<file path="config.mk">
export PLATFORM = sky130hd
export DESIGN_NAME = top
export DESIGN_NICKNAME = d
export VERILOG_FILES = /design/src/rtl/top.sv
export SDC_FILE = /design/constraint.sdc
export NUM_CORES = 1
export LEC_CHECK = 0
export CAP_MARGIN = 20
export CORE_MARGIN = 3
export CORE_UTILIZATION = 31
export CTS_CLUSTER_SIZE = 25
export DETAILED_ROUTE_END_ITERATION = 10
export DONT_BUFFER_PORTS = 1
export SLEW_MARGIN = 20
export SYNTH_ARGS = -nofsm -noshare
export SYNTH_HDL_FRONTEND = slang
export SYNTH_SLANG_ARGS = --single-unit
</file>
<file path="constraint.sdc">
create_clock -name clk -period 5.1 [get_ports clk]
set_input_delay 1.02 -clock clk [delete_from_list [all_inputs] [get_ports clk]]
set_output_delay 1.02 -clock clk [all_outputs]
set_load 0.1 [all_outputs]
</file>
<file path="src/rtl/top.sv">
// Registered multi-lane datapath: sum, difference, accumulator, rotator, counter and status flags.
// Optional build macro ACC_SAT_EN makes the accumulator saturate instead of wrap.
module top (
   input  logic         clk,
   input  logic         rst_n,
   input  logic [135:0] in_flat,
   output logic [158:0] out_flat
);

   logic [31:0] a, b, c, d;
   logic [7:0]  ctrl;
   logic        acc_en, acc_clr, hist_bit;
   logic [4:0]  rot_amt;

   assign a        = in_flat[31:0];
   assign b        = in_flat[63:32];
   assign c        = in_flat[95:64];
   assign d        = in_flat[127:96];
   assign ctrl     = in_flat[135:128];
   assign acc_en   = ctrl[0];
   assign acc_clr  = ctrl[1];
   assign rot_amt  = ctrl[6:2];
   assign hist_bit = ctrl[7];

   logic [32:0] sum_d, sum_q;
   logic [32:0] diff_d, diff_q;
   logic [31:0] acc_d, acc_q;
   logic [31:0] rot_d, rot_q;
   logic [15:0] cnt_d, cnt_q;
   logic [5:0]  pop_d, pop_q;
   logic        eq_d, eq_q;
   logic        par_d, par_q;
   logic        ovf_d, ovf_q;
   logic [3:0]  hist_d, hist_q;

   logic [32:0] acc_sum;
   logic [63:0] rot_wide;

   always_comb begin
      sum_d    = {1'b0, a} + {1'b0, b};
      diff_d   = {c[31], c} - {d[31], d};
      // Upper half of the doubled word shifted left is the left rotation.
      rot_wide = {b, b} << rot_amt;
      rot_d    = rot_wide[63:32];
      cnt_d    = cnt_q + 16'd1;
      eq_d     = (a == b);
      par_d    = ^in_flat;
      hist_d   = {hist_q[2:0], hist_bit};

      pop_d = 6'd0;
      for (int i = 0; i < 32; i++) begin
         pop_d = pop_d + {5'd0, d[i]};
      end

      acc_sum = {1'b0, acc_q} + {1'b0, a ^ c};
      acc_d   = acc_q;
      ovf_d   = ovf_q;
      if (acc_clr) begin
         acc_d = 32'd0;
         ovf_d = 1'b0;
      end else if (acc_en) begin
`ifdef ACC_SAT_EN
         acc_d = acc_sum[32] ? 32'hFFFF_FFFF : acc_sum[31:0];
`else
         acc_d = acc_sum[31:0];
`endif
         ovf_d = ovf_q | acc_sum[32];
      end
   end

   always_ff @(posedge clk or negedge rst_n) begin
      if (!rst_n) begin
         sum_q  <= '0;
         diff_q <= '0;
         acc_q  <= '0;
         rot_q  <= '0;
         cnt_q  <= '0;
         pop_q  <= '0;
         eq_q   <= 1'b0;
         par_q  <= 1'b0;
         ovf_q  <= 1'b0;
         hist_q <= '0;
      end else begin
         sum_q  <= sum_d;
         diff_q <= diff_d;
         acc_q  <= acc_d;
         rot_q  <= rot_d;
         cnt_q  <= cnt_d;
         pop_q  <= pop_d;
         eq_q   <= eq_d;
         par_q  <= par_d;
         ovf_q  <= ovf_d;
         hist_q <= hist_d;
      end
   end

   assign out_flat = {hist_q, ovf_q, par_q, eq_q, pop_q, cnt_q, rot_q, acc_q, diff_q, sum_q};

endmodule

</file>
== Yosys cells after proc, flatten, opt, wreduce, memory -nomap -nowiden ==
Cells that the tools add are included.

* Input bits: 138
* Memory bits (read-only): 0
* Register bits: 159
* Logic and storage cells: 55
* RAM bits: 0
* Memories: 0
* Output and inout port bits: 159
* Latch bits: 0

* Bitwise logic cells: 2
* Shift-type cells: 1
* Divide/modulo/power cells: 0
* Mux-type cells: 4
* Order comparisons: 0
* $mul: 0
* Reductions and logical operators: 2
* Add/subtract/negate cells: 35
* Eq/ne operators: 1

{| class="wikitable"
|+ Operator list
! kind !! count
|-
| $add 6x1->6 || 26
|-
| $reduce_xor 136->1 || 1
|-
| $add 32x32->33 || 2
|-
| $mux 32 || 2
|-
| $shl 64x5->64 || 1
|-
| $sub 32x32->33 || 1
|-
| $eq 32x32->1 || 1
|-
| $xor 32x32->32 || 1
|-
| $add 16x1->16 const B || 1
|-
| $add 5x1->6 || 1
|-
| $add 4x1->5 || 1
|-
| $add 3x1->4 || 1
|-
| $add 2x1->3 || 1
|-
| $add 1x1->2 || 1
|-
| $mux 1 || 2
|-
| $reduce_bool 2->1 || 1
|-
| $or 1x1->1 || 1
|}

== Depth between registers and ports, before layout ==
Gate-level depths: netlist (run 1).

* Depth in word-level cells: 31
* Gate-level depth with buffers: 15
* Mapped depth without buffers: 15

== Least setup slack after synthesis (run 1) ==
Ideal clock, no wire load.

* Path kind: input to register
* Start: in in_flat[119]
* End: reg pop_q[4]
* Setup time: 0.123 ns
* Arrival: 4.921 ns
* Path slack: 0.057 ns
* Data required time: 4.977 ns
* Buffers on the path: 0
* Cell stages on the path: 15
* Path through: inv_1 > fa_1 > fa_1 > fa_1 > fa_1 > fa_1 > fa_1 > inv_1 > ha_1 > inv_1 > fa_1 > inv_1 > a21o_1 > a21oi_1 > xnor2_1

* Cells in the longest elaborated chain, start to end: 9

{| class="wikitable"
|+ RTL lines
! element !! RTL line !! source
|-
| start: declaration || 6 || <nowiki>input logic [135:0] in_flat,</nowiki>
|-
| $add 6x1->6 (9 in series) || 52 || <nowiki>pop_d = pop_d + {5'd0, d[i]};</nowiki>
|-
| net pop_d[4] || 30 || <nowiki>logic [5:0] pop_d, pop_q;</nowiki>
|-
| end signal: assignment || 89 || <nowiki>pop_q <= pop_d;</nowiki>
|-
| end: declaration || 30 ||
|}

The timed path passes the listed nets, and every way through them passes these cells.
A chain may end at the register's enable or synchronous reset.

== Worst setup path in the final report (run 1) ==
* Start: in in_flat[107]
* End: reg pop_q[4]

* Cells in the longest elaborated chain, start to end: 21

{| class="wikitable"
|+ RTL lines
! element !! RTL line
|-
| $add 6x1->6 (21 in series) || 52
|-
| net pop_d[4] || 30
|}

The timed path passes the listed nets, and every way through them passes these cells.

==> impl_metrics.yaml, run 1 <==
power:
  p_leak_nw: 6.91
  finalPower_mw: 8.41
  switching_share_pct: 54.8
  vdd_drop_max_mv: 0.338
  p_sw_mw: 4.60
  comb_power_share_pct: 40.5
  seqPwrFrac_pct: 43.2
  power.internal_mw: 3.80
  cellPowerDensity_nw_per_um2: 563
  p_clk_share_pct: 16.3
timing:
  fmax_ghz: 0.212
  hold_slack_ns: 0.241
  relSlewSlack_pct: 30.9
  finalSetupViolCount: 0
  post-route-min-period_ns: 4.73
  finalHoldViolCount: 0
  rsz0062_at_grt: "false"
  finalCritPeriodShare_pct: 92.7
  slew_viol_final: 0
  clock_skew_ns: 0.0100
  tightest_slew_ns: 1.04
clock_tree:
  cts-root-buf: "clkbuf_16"
  clockBufferDepth: 2
  ctsResizeCount: 0
  clock_latency_ns: 0.48
  cts_tree: "yes"
  numCtsBuffers: 17
  cts_hold_buf: 0
  cts_max_level: 4
  clkSinkCount: 159
  path_clk_slew_ns: 0.07
  post_cts_buffers: 0
global_routing:
  grt.total_usage_pct: 20.8
  grt_max_degree: 160
  grt_pass1_vias: 10500
  grt_overflow: 0
  antenna_found_initial: 0
  grt_first_pass_wirelength_um: 70700
synthesis:
  synth_top_flop_cell: "dfrtp_1"
  synth_area_um2: 13600
  synth_edf_count: 0
  yosysSeqAreaShare_pct: 29.2
  ys_types: 77
  yosys_register_bits: 159
  yosysWarnings: 0
  syn_nets: 1681
  postSynthCellCount: 1410
  avgSynthCellArea_um2: 9.67
  async_flop_share_pct: 100
critical_path:
  path_max_fanout: 2
  r2r_start: "acc_q[1]"
  critPathCaptureType: "register"
  required_ns: 5.47
  rr_worst_depth: 12
  critPathLaunch: "in_flat[107]"
  crit_type: "in2reg"
  startpoint_type: "input port"
  worstPathArrival_ns: 5.10
routing:
  wl_per_cell_um: 24.5
  via_per_inst: 5.42
  routed_wl_um: 48800
  num_vias: 10800
  ant_nets: 0
  dr.pass1.iters: 5
  drc: 0
  drtIter0Drc: 744
floorplanning:
  start_util_pct: 31.5
  ios: 297
  dieArea_um2: 46500
  die_h_um: 216
  die_w_um: 216
  rows: 76
  core_area_um2: 43300
layout:
  drive_above_1_share_pct: 8.44
  syn_to_final_growth_pct: 9.44
  layout.nets: 1669
  fin_area_um2: 14900
  n_antenna_cell: 0
  multiInputGateArea_um2: 9070
  final.fill_count: 4390
  regArea_um2: 3980
  fin_cells: 1995
run_status:
  outcome: "finished, final reports clean"
place:
  placed_cell_area_um2: 14300
  hpwl_um: 40200
  place_inst: 1964
  gp_congestion: 0.940
  place.port_buffers: 0
flow_run:
  maxCapViolCount: 0
min_path:
  hold_class: "in2async"
[kinds of logic (layout without fill, tap and decap cells)]
group	Yosys count	after routing	share of synthesized area, %
flip-flops	159	159	29.2
multiplexers	102	102	9.32
AND/OR/NAND/NOR	284	284	9.86
AO/OA/AOI/OAI	368	368	18.5
buffers and inverters	148	148	4.33
adder cells (fa/ha/maj)	133	133	13.7
XOR/XNOR	216	216	15.1
[power groups by stage]
stage / logic [mW] / registers, mW / clock network [mW]
6_report: 3.41 / 3.63 / 1.37
5_1_grt: 3.74 / 3.66 / 1.48
4_1_cts: 3.40 / 3.64 / 1.43
3_5_place_dp: 3.40 / 3.67 / 0
3_3_place_gp: 3.31 / 3.67 / 0
2_1_floorplan: 2.53 / 3.74 / 0
[metrics by stage]
stage / worst slack (ns) / setup TNS (ns) / utilization [%]
after global routing: 0.258 / 0 / 34.5
after detailed placement: -0.141 / -0.165 / 33.1
after CTS: 0.423 / 0 / 34.5
after floorplan: 0.0568 / 0 / -
final: 0.373 / 0 / 34.5
after global placement: -0.0576 / -0.0576 / 33.1
[worst paths after layout]
| check | end | slack, ns |
|---|---|---|
| hold reg to reg | acc_q[0] | 0.68 |
| min in group clk | hist_q[0] | 0.57 |
| setup reg to reg | acc_q[30] | 1.83 |
| setup / recovery | pop_q[4] | 0.37 |
| max in group asynchronous | rot_q[13] | 4.56 |
| hold / removal | pop_q[3] | 0.24 |
[sequential cells by signal, summed over array words and instances (netlist names), 4 cells and up]
name and cells:
acc_q 32, rot_q 32, cnt_q 16, pop_q 6
diff_q 33, hist_q 4, sum_q 33
[area by class of cell]
cell class,count,area share [%]
tap,585,4.90
clock buffer,20,3.06
timing repair buffer,25,1.26
multi-input combinational,1103,60.8
inverter,92,2.31
sequential,159,26.7
clock inverter,11,1.05
[critical path: stages]
cell and delay [ns]:
inv_1 0.04, fa_1 0.58, fa_1 0.45, fa_1 0.53, fa_1 0.43, fa_1 0.51
fa_1 0.41, inv_1 0.07, ha_1 0.16, inv_1 0.06, fa_1 0.45, inv_1 0.07
a21o_1 0.10, a21oi_1 0.07, xnor2_1 0.12
[synthesized netlist by cell type, drive strengths merged (3+ instances only)]
master    n  share of area [%]
a311oi    3               0.28
inv      92                2.5
o41ai     3               0.30
o22ai     3               0.14
fa       27                4.0
nor3     12               0.44
xnor3     5               0.83
o21bai    9               0.50
or2       5               0.23
mux4     18                3.0
buf      23               0.89
ha      106                9.7
xnor2   128                8.2
a21boi    3               0.19
a31oi    15               0.80
dfrtp   159                 29
mux2     20                1.7
or3       5               0.23
mux2i    64                4.7
nor2     68                1.9
o211ai    4               0.22
nand3    23               0.84
a21o     72                4.0
and3     14               0.68
a21oi    94                3.5
nand2    94                2.6
a211oi   13               0.83
nor4     10               0.46
o31ai     8               0.58
xor2     76                4.9
a211o     3               0.19
o21ai    75                2.8
and2      5               0.23
nand4    18               0.83
clkbuf   33               0.91
nor2b    16               0.73
nand2b    6               0.28
a22o     23                1.5
xor3      7                1.2
o21a     19                1.0
[placed cells by master, fill, tap and decap left out, types with 6 or more instances in the layout]
| cell | instances |
|---|---|
| o21ai_1 | 8 |
| clkbuf_16 | 17 |
| xnor2_1 | 128 |
| mux2_2 | 20 |
| a211oi_1 | 10 |
| a21o_1 | 72 |
| and3_1 | 13 |
| nand4_1 | 18 |
| ha_1 | 106 |
| o21bai_1 | 9 |
| mux4_2 | 18 |
| nand3_1 | 23 |
| o21a_1 | 19 |
| fa_1 | 27 |
| nor2b_1 | 16 |
| dfrtp_1 | 159 |
| inv_1 | 90 |
| a21oi_1 | 93 |
| mux2i_1 | 64 |
| xor3_1 | 7 |
| o31ai_1 | 6 |
| nand2b_1 | 6 |
| nand2_1 | 94 |
| o21ai_0 | 66 |
| nor2_1 | 68 |
| xor2_1 | 76 |
| buf_4 | 25 |
| a22o_1 | 23 |
| nor3_1 | 12 |
| nor4_1 | 10 |
| a31oi_1 | 14 |
[per-layer routing]
layer / share of wire (%) / GRT usage, % / wire [um]
met1: 41 / 25.7 / 19800
met2: 46 / 32.5 / 22300
met5: 0 / 0 / 0
met3: 9.1 / 7.32 / 4420
met4: 4.6 / 9.96 / 2260
Power figures use the tool's default switching activity.
==> inputs of run 2 (changes only) <==
--- a/config.mk
+++ b/config.mk
@@ -8,6 +8,7 @@
 export CAP_MARGIN = 20
 export CORE_MARGIN = 3
 export CORE_UTILIZATION = 31
+export CTS_CLUSTER_DIAMETER = 120
 export CTS_CLUSTER_SIZE = 25
 export DETAILED_ROUTE_END_ITERATION = 10
 export DONT_BUFFER_PORTS = 1
==> constraint.sdc (replaced) <==
create_clock -name clk -period 4.5 [get_ports clk]
set_input_delay 0.9 -clock clk [delete_from_list [all_inputs] [get_ports clk]]
set_output_delay 0.9 -clock clk [all_outputs]
set_load 0.1 [all_outputs]
==> run 2 against run 1 <==
  * First-iteration DRC count grew 0.54%
  * Non-clock buffer count grew 22
  * Routed wire length grew 0.93%
  * Flip-flop and latch count is the same
  * Worst hold slack lost 0.12 ns
  * Worst setup slack lost 0.31 ns
  * Clock skew shrank 0.0024 ns
  * Via count grew 0.38%
  * Combinational power grew 35%
  * Utilization grew 0.34 points
  * Cell count grew 1.2%
  * Clock-buffer cell count grew 1
  * Critical path type unchanged
  * Largest cell class unchanged
==> impl_metrics.yaml, run 2 (synthesis gave the netlist of run 1 again) <==
flow_run:
  maxCapViolCount: 0
global_routing:
  grt_overflow: 0
  grt_max_degree: 160
  grt_first_pass_wirelength_um: 71400
  antenna_found_initial: 0
  grt.total_usage_pct: 21.0
  grt_pass1_vias: 10800
layout:
  drive_above_1_share_pct: 10.5
  top_regs: "diff_q: 33 flops, sum_q: 33 flops"
  fin_util_pct: 34.8
  layout.nets: 1691
  final_cell_mix: "dfrtp_1, xnor2_1, ha_1"
  syn_to_final_growth_pct: 10.5
  fin_area_um2: 15100
  n_antenna_cell: 0
  layout_commonest_cell: "dfrtp_1"
clock_tree:
  clockBufferDepth: 2
  cts-root-buf: "clkbuf_16"
  numCtsBuffers: 17
  clock_latency_ns: 0.49
  path_clk_slew_ns: 0.08
  clkSinkCount: 159
  cts_hold_buf: 0
  post_cts_buffers: 0
  cts_max_level: 4
  cts_tree: "yes"
routing:
  num_vias: 10800
  drc: 0
  route.met2.wl_um: 22900
  ant_nets: 0
  via_per_inst: 5.37
  wl_met3_um: 4360
  drt-met1-wl_um: 20300
  drtIter0Drc: 748
  wl_per_cell_um: 24.4
  dr.max_layer_used: "met4"
  dr.pass1.iters: 6
  routed_wl_um: 49300
min_path:
  hold_class: "in2async"
place:
  place.port_buffers: 0
  hpwl_um: 40300
  gp_congestion: 0.942
  pre_cts_ws_ns: -0.571
  placed_cell_area_um2: 14500
timing:
  slew_viol_final: 0
  post-route-min-period_ns: 4.44
  fmax_ghz: 0.225
  clock_skew_ns: 0.00763
  tightest_slew_ns: 1.03
  fin_tns_setup_ns: 0
  finalHoldViolCount: 0
  rsz0062_at_grt: "true"
  finalSetupViolCount: 0
  finalWorstSetupSlack_ns: 0.0604
  relSlewSlack_pct: 31.1
  finalCritPeriodShare_pct: 98.7
  hold_slack_ns: 0.117
critical_path:
  crit_type: "in2reg"
  path_max_fanout: 2
  worstPathArrival_ns: 4.82
  startpoint_type: "input port"
  required_ns: 4.88
  critPathCaptureType: "register"
run_status:
  outcome: "finished, final reports clean"
power:
  vdd_drop_max_mv: 0.433
  p_leak_nw: 6.99
  cellPowerDensity_nw_per_um2: 643
floorplanning:
  dieArea_um2: 46500
  rows: 76
  ios: 297
  start_util_pct: 31.5
  die_h_um: 216
  die_w_um: 216
  core_area_um2: 43300
run 2: area by class of cell:
cell class | instances | area (um^2)
inverter | 92 | 353
clock inverter | 11 | 109
tap | 585 | 732
fill | 4395 | 28200
clock buffer | 21 | 460
multi-input combinational | 1103 | 9080
sequential | 159 | 3980
timing repair buffer | 47 | 353
run 2: path summary, 6_finish.rpt:
kind                         startpoint         to  slack [ns]  cells past startpoint
setup / recovery            in_flat[99]   pop_q[4]        0.06                     15
hold / removal                    rst_n      par_q        0.12                      0
setup reg to reg               acc_q[1]  acc_q[30]        1.19                     12
hold reg to reg                acc_q[0]   acc_q[0]        0.72                      3
max in group asynchronous         rst_n  rot_q[25]        4.10                      0
min in group clk           in_flat[135]  hist_q[0]        0.45                      0
run 2: routing by layer:
metal | global-route usage (%) | vias to the layer above
li1 | - | 5040
met1 | 25.6 | 5332
met2 | 33.6 | 405
met3 | 7.50 | 69
met4 | 8.88 | 0
met5 | 0 | -
run 2: power breakdown:
part / switching (mW) / total, mW / internal (mW)
sequential: 1.87 / 3.61 / 1.73
clock: 0.668 / 1.46 / 0.792
combinational: 2.77 / 4.62 / 1.85
run 2: critical path: stages:
cell and delay [ns]:
inv_8 0.01, fa_1 0.57, fa_1 0.47, fa_1 0.55, fa_1 0.44, fa_1 0.51, fa_1 0.43, inv_2 0.09
ha_4 0.14, inv_2 0.04, fa_2 0.34, inv_2 0.05, a21o_1 0.11, a21oi_2 0.06, xnor2_1 0.12
run 2: per-stage QoR:
step	power, mW	std cells
after floorplan	7.12	1410
after CTS	9.71	2018
after global routing	10.2	2018
final	9.69	2018
after global placement	8.11	1986
after detailed placement	8.20	1986
run 2: what timing repair did:
item                                    CTS  global route
endpoints found under the setup margin    1             2
resized for setup                         0             7
pin swaps                                 5             9
